<file path="config.mk">
export PLATFORM = sky130hd
export DESIGN_NAME = ps_reg_slave_flat
export DESIGN_NICKNAME = d
export VERILOG_FILES = /design/src/rtl/ps_if.sv /design/src/rtl/ps_reg_slave.sv /design/src/flat_wrapper.sv
export SDC_FILE = /design/constraint.sdc
export NUM_CORES = 1
export LEC_CHECK = 0
export ABC_CLOCK_PERIOD_IN_PS = 23500
export BUFFER_PORTS_ARGS = -buffer_cell sky130_fd_sc_hd__buf_4
export CAP_MARGIN = 0
export CORE_ASPECT_RATIO = 0.5
export CORE_MARGIN = 2
export CORE_UTILIZATION = 45
export DETAILED_ROUTE_END_ITERATION = 10
export GPL_TIMING_DRIVEN = 1
export HOLD_SLACK_MARGIN = 0.1
export PLACE_DENSITY_LB_ADDON = 0.25
export SKIP_CTS_REPAIR_TIMING = 1
export SYNTH_ARGS = -nofsm -noshare
export SYNTH_HDL_FRONTEND = slang
export SYNTH_SLANG_ARGS = --single-unit
</file>
<file path="constraint.sdc">
create_clock -name clk -period 23.5 [get_ports clk]
set_clock_uncertainty 0.2 [all_clocks]
set_input_delay 2.35 -clock clk [delete_from_list [all_inputs] [get_ports clk]]
set_output_delay 2.35 -clock clk [all_outputs]
set_load 0.01 [all_outputs]
</file>
<file path="src/rtl/ps_if.sv">
// ps_if: write and read channel bundle between a ps_if master and a register slave
interface ps_if #(
    parameter int ADDR_WIDTH = 5,
    parameter int DATA_WIDTH = 32
);
    logic [ADDR_WIDTH-1:0] waddr, raddr;
    logic [DATA_WIDTH-1:0] wdata, rdata;
    logic wvalid, wready, wresp, arvalid, rvalid, rready;
    modport master (
        output waddr, wdata, wvalid, raddr, arvalid, rready,
        input  wready, wresp, rdata, rvalid
    );
    modport slave (
        input  waddr, wdata, wvalid, raddr, arvalid, rready,
        output wready, wresp, rdata, rvalid
    );
endinterface

</file>
<file path="src/rtl/ps_reg_slave.sv">
// ps_reg_slave: register bank on the slave side of ps_if with FIFO-buffered read responses
module ps_reg_slave #(
    parameter int                  ADDR_WIDTH = 5,
    parameter int                  DATA_WIDTH = 32,
    parameter int                  NUM_REGS   = 16,
    parameter logic [NUM_REGS-1:0] RO_MASK    = '0,
    parameter int                  RD_DEPTH   = 4
) (
    input  logic clk,
    input  logic rst,
    ps_if.slave  bus,
    output logic rd_ovf
);
    localparam int IW = NUM_REGS > 1 ? $clog2(NUM_REGS) : 1;
    localparam int PW = $clog2(RD_DEPTH);
    typedef enum logic {W_IDLE, W_RESP} wstate_t;
    wstate_t state, state_n;
    logic [DATA_WIDTH-1:0] regs [NUM_REGS];
    logic [DATA_WIDTH-1:0] fifo [RD_DEPTH];
    logic [PW-1:0] wp, rp;
    logic [PW:0] cnt;
    logic [IW-1:0] widx, ridx;
    logic [DATA_WIDTH-1:0] rd_val;
    logic w_in, r_in, w_commit, push, pop, full;
    assign widx = bus.waddr[IW-1:0];
    assign ridx = bus.raddr[IW-1:0];
    assign w_in = {1'b0, bus.waddr} < (ADDR_WIDTH+1)'(NUM_REGS);
    assign r_in = {1'b0, bus.raddr} < (ADDR_WIDTH+1)'(NUM_REGS);
    assign w_commit = state == W_IDLE && bus.wvalid && w_in && !RO_MASK[widx];
    // read samples the pre-write value, so same-cycle read/write returns old data
    assign rd_val = r_in ? regs[ridx] : '0;
    always_ff @(posedge clk or posedge rst)
        if (rst) state <= W_IDLE;
        else state <= state_n;
    always_comb state_n = state == W_IDLE && bus.wvalid ? W_RESP : W_IDLE;
    always_comb begin
        bus.wready = state == W_IDLE && !rst;
        bus.wresp  = state == W_RESP;
    end
    always_ff @(posedge clk or posedge rst)
        if (rst) for (int i = 0; i < NUM_REGS; i++) regs[i] <= '0;
        else if (w_commit) regs[widx] <= bus.wdata;
    // a pop in the same cycle frees the slot, so a full FIFO can still take a push
    assign pop  = bus.rvalid && bus.rready;
    assign full = cnt == (PW+1)'(RD_DEPTH) && !pop;
    assign push = bus.arvalid && !full;
    assign bus.rvalid = cnt != '0;
    assign bus.rdata  = bus.rvalid ? fifo[rp] : '0;
    always_ff @(posedge clk)
        if (push) fifo[wp] <= rd_val;
    always_ff @(posedge clk or posedge rst)
        if (rst) begin
            wp     <= '0;
            rp     <= '0;
            cnt    <= '0;
            rd_ovf <= 1'b0;
        end else begin
            if (push) wp <= wp + PW'(1);
            if (pop) rp <= rp + PW'(1);
            cnt    <= cnt + (PW+1)'(push) - (PW+1)'(pop);
            rd_ovf <= rd_ovf | (bus.arvalid && full);
        end
endmodule

</file>
<file path="src/flat_wrapper.sv">
// flat-port wrapper written by rule: the top's interface ports become plain ports
module ps_reg_slave_flat 
#(
    parameter int                  ADDR_WIDTH = 5,
    parameter int                  DATA_WIDTH = 32,
    parameter int                  NUM_REGS   = 16,
    parameter logic [NUM_REGS-1:0] RO_MASK    = '0,
    parameter int                  RD_DEPTH   = 4
)
  (clk, rst, rd_ovf, bus_waddr, bus_wdata, bus_wvalid, bus_raddr, bus_arvalid, bus_rready, bus_wready, bus_wresp, bus_rdata, bus_rvalid);
  ps_if #(.ADDR_WIDTH(ADDR_WIDTH), .DATA_WIDTH(DATA_WIDTH)) bus_i ();
  input  logic clk;
  input  logic rst;
  output logic rd_ovf;
  input wire logic [$bits(bus_i.waddr)-1:0] bus_waddr;
  input wire logic [$bits(bus_i.wdata)-1:0] bus_wdata;
  input wire logic [$bits(bus_i.wvalid)-1:0] bus_wvalid;
  input wire logic [$bits(bus_i.raddr)-1:0] bus_raddr;
  input wire logic [$bits(bus_i.arvalid)-1:0] bus_arvalid;
  input wire logic [$bits(bus_i.rready)-1:0] bus_rready;
  output wire logic [$bits(bus_i.wready)-1:0] bus_wready;
  output wire logic [$bits(bus_i.wresp)-1:0] bus_wresp;
  output wire logic [$bits(bus_i.rdata)-1:0] bus_rdata;
  output wire logic [$bits(bus_i.rvalid)-1:0] bus_rvalid;
  assign bus_i.waddr = bus_waddr;
  assign bus_i.wdata = bus_wdata;
  assign bus_i.wvalid = bus_wvalid;
  assign bus_i.raddr = bus_raddr;
  assign bus_i.arvalid = bus_arvalid;
  assign bus_i.rready = bus_rready;
  assign bus_wready = bus_i.wready;
  assign bus_wresp = bus_i.wresp;
  assign bus_rdata = bus_i.rdata;
  assign bus_rvalid = bus_i.rvalid;
  ps_reg_slave #(.ADDR_WIDTH(ADDR_WIDTH), .DATA_WIDTH(DATA_WIDTH), .NUM_REGS(NUM_REGS), .RO_MASK(RO_MASK), .RD_DEPTH(RD_DEPTH)) u_core (.clk(clk), .rst(rst), .bus(bus_i), .rd_ovf(rd_ovf));
endmodule
</file>
# [After elaboration in Yosys (flattened, before gate mapping)]
# Memory sizes are Yosys's and may differ from the RTL's.
# Index checks and enable logic that the tools add are counted.
[op_classes] n_reduce_logical=14 eq_ne=1 n_lt_le_gt_ge=6 n_bitwise=4 addsub=4 muxes=12
[ops] cell="$bwmux 512" n=1
[ops] cell="$mux 32" n=5
[ops] cell="$bmux 32 s4" n=1
[ops] cell="$demux 32 s4" n=1
[ops] cell="$ge 5x5->1 const B" n=2
[ops] cell="$lt 5x5->1 const B" n=2
[ops] cell="$not 4->5" n=2
[ops] cell="$logic_and 1x1->1" n=9
[ops] cell="$lt 4x5->1 const B" n=1
[ops] cell="$lt 5x1->1 const B" n=1
[ops] cell="$add 2x1->2 const B" n=2
[ops] cell="$logic_not 1->1" n=4
[ops] cell="$mux 1" n=4
[ops] cell="$add 3x1->3" n=1
[ops] cell="$eq 3x3->1 const B" n=1
[ops] cell="$reduce_bool 3->1" n=1
[ops] cell="$sub 3x1->3" n=1
[ops] cell="$not 1->1" n=1
[ops] cell="$or 1x1->1" n=1
[totals] word_cells=64 rom_bits=16 mem_bits_rw=128 out_inout_bits=36 inputBits=47 memories=2 regBits=521
[mem_list] name="u_core.fifo" depth=4 width=32 rd=1 rd_ports_with_merged_regs=0 wr=1 line_no="ps_reg_slave.sv:19" rtl="logic [DATA_WIDTH-1:0] fifo [RD_DEPTH];"
[mem_list] name="(name not given)" depth=16 width=1 rd=1 rd_ports_with_merged_regs=0 wr=0 line_no="ps_reg_slave.sv:29" rtl="assign w_commit = state == W_IDLE && bus.wvalid && w_in && !RO_MASK[widx];"

# [Logic depth before layout (Yosys ltp)]
[logic_depth] depth_word=8 mapped_depth=8

# [Worst setup path after synthesis]
# OpenSTA, ideal clock, no wires.
[synth_timing] path_type="input to output" from="input rst" to="output bus_wready" required_ns=20.950 slack_ns=18.443 arrival_time_ns=2.507 stages=1 path_cell_list="nor2_1"
[synth_via] elab_chain_len=2
[synth_lines] item="start: declaration" line_no="flat_wrapper.sv:13" rtl="input logic rst;"
[synth_lines] item="$logic_not 1->1 (no source line)"
[synth_lines] item="$logic_and 1x1->1" line_no="ps_reg_slave.sv:37" rtl="bus.wready = state == W_IDLE && !rst;"
[synth_lines] item="end: declaration" line_no="flat_wrapper.sv:21" rtl="output wire logic [$bits(bus_i.wready)-1:0] bus_wready;"
# No other way between the ends.

==> run metrics <==
top post-synthesis cells by area dfrtp_1 45%, mux2_2 18%, edfxtp_1 13%, mux2i_1 7.0%, mux4_2 5.3%; Final Power slightly above 3 mW; Final Wtd Congestion between 0.7 and 0.8; asr flop ratio synth 0.803; DRC violations left 0; Period minus WS final approximately 5.3 ns; port buffer count 82; die area 0.0659 mm²; final worst path period share 0.225; Primary FF master, synth dfrtp_1; Syn Area/Cell 15.5 µm²; layout cells sized above 1 0.387; register area share after synthesis 0.588; VDD IR max around 0.000052 V; Pwr per Cell Area 96.0 mW/mm²; Leakage 14.4 nW; die height ~180 µm; CTS tree done; initial antenna violation count 2; Psw approximately 0.8 mW; WP data arrival 5.66 ns; Max Transition Viols Final 0; HPWL after DPL ~38000 µm; Internal Pwr Total around 2.3 mW; top cells by instance count after synthesis 521 x dfrtp_1, 449 x mux2_2, 202 x mux2i_1, 128 x edfxtp_1, 92 x a22oi_1; GR Util All Layers 0.215; grt ovf 0; Rel. slew slack 0.197; WL per Instance approximately 25 µm; Peak Freq roughly 0.19 GHz; Nets 1934; H-Tree Depth 2; Worst Path Required roughly 24 ns; Initial DRC Count ~1100; count leader, synth dfrtp_1; final WL between 60000 and 70000 µm; Tightest Pin Transition about 1.2 ns; # fillers 5239; Top Ports between 80 and 90; vias in the first global route 16500; Clk Latency, worst-skew pair around 0.60 ns; Worst Setup Path Type in -> async; Post-synth EDFFs roughly 130; FP Rows 65; Synth warnings 0; dominant cell type by area after synthesis dfrtp_1; Core ar. ~0.063 mm²; setup TNS 0 ns; max cap viols 0; first drt pass iteration count 5; flops & latches, synth 649; P&R area growth vs syn 11.5%; sequential power share 0.469; endpoint class of the critical path asynchronous set/reset pin; clock buffers created by TritonCTS 59; Root Buffer clkbuf_16; die width approximately 360 µm; RSZ-0062 raised after global routing no; Cells after Synth between 1500 and 2000; Comb pwr share 0.208; Net Sw Frac 0.267; via count roughly 16000; antenna violation net count after detailed routing 0; status finished, final reports clean; largest net degree at the start of global routing about 120; clock power share 0.323; top cell type's share of synthesized area 0.454; global-route wire length before repair 107000 µm; CP Launch Type input port; Net Count, Synth ~1900; CTS max path bufs 3; worst-path maximum fanout around 120; Vias/cell 5.72; synth unique cells 38; Worst-path clk slew roughly 0.06 ns; clk sink count 649; starting density of the core 0.455; type of the worst min-delay path reg -> reg; Final Hold Fails 0; final setup fails 0; Synth Cell Area 0.0287 mm²
==> sequential cells by signal (all words and copies together), names as in the netlist <==
signal,count
u_core.regs,512
u_core.rp,2
u_core.fifo,128
u_core.rd_ovf,1
u_core.wp,2
u_core.bus.wresp,1
u_core.cnt,3
==> path summary, 6_finish.rpt <==
check,end,startpoint,cells past startpoint,slack (ns)
max,u_core.rp[0],rst,5,18.21
min,u_core.rd_ovf,u_core.rd_ovf,1,0.26
max reg2reg,u_core.regs[482],u_core.bus.wresp,5,20.61
min reg2reg,u_core.rd_ovf,u_core.rd_ovf,1,0.26
max in group clk,bus_rdata[4],u_core.rp[0],4,18.22
min in group asynchronous,u_core.regs[164],rst,2,1.71
==> logic make-up after synthesis <==
group           synth area share
mux                        0.325
flops                      0.588
buf+inv                   0.0275
compound gates            0.0309
simple gates              0.0237
fa+ha+maj                0.00331
xor+xnor                 0.00153
==> stage by stage <==
step	hold WS [ns]	cell area [µm²]	instances	util	worst slack, ns
global route	0.289	32000	2767	0.507	17.64
detailed placement	0.250	30000	2656	0.476	17.39
global placement	0.253	30000	2656	0.476	17.40
CTS	0.265	32000	2767	0.507	18.03
floorplan	0.252	28700	1851	-	6.39
finish	0.259	32000	2769	0.507	18.21
==> critical path, stage by stage <==
cell,delay (ns)
buf_4,0.13
inv_8,0.55
buf_4,0.84
buf_4,0.87
buf_4,0.80
==> layer usage <==
metal  vias up  wire length (µm)  global-route usage
met5         -                 0                   0
met4         0               855              0.0333
met3        68              4200              0.0499
met2       319             31300               0.331
met1      8541             33500               0.317
li1       6915                 -                   -
==> placed cells by master (no fill, tap or decap), drive strengths merged, types with 3 or more instances in the layout <==
cell    Yosys  routed
dfrtp     521     521
mux2      512     512
mux2i     202     202
edfxtp    128     128
buf        88     118
a22oi      92      92
clkbuf     62      76
mux4       68      68
nand2      41      41
and2       39      39
clkinv      0      27
o22ai      18      18
nand3      16      16
o21ai      15      15
nor2       10      10
bufinv      0       7
inv         7       7
ha          6       6
nor2b       6       6
nand2b      4       4
xnor2       3       3
==> area by class of cell <==
class | instances | area, µm² | share of cell area
tap | 837 | 1050 | 0.0327
sequential | 649 | 16900 | 0.528
antenna | 2 | 5.00 | 0.000156
inverter | 7 | 33.8 | 0.00106
clock buffer | 76 | 1660 | 0.0520
clock inverter | 35 | 332 | 0.0104
timing repair buffer | 118 | 906 | 0.0283
multi-input combinational | 1045 | 11100 | 0.347
==> power groups by stage <==
stage	registers (mW)	logic [mW]	clock network (mW)
3_3_place_gp	1.45	0.636	0
6_report	1.44	0.638	0.992
3_5_place_dp	1.46	0.648	0
4_1_cts	1.44	0.650	1.01
2_1_floorplan	1.44	0.432	0
5_1_grt	1.46	0.701	1.06
Note: power is estimated with default switching activity, not from simulation.
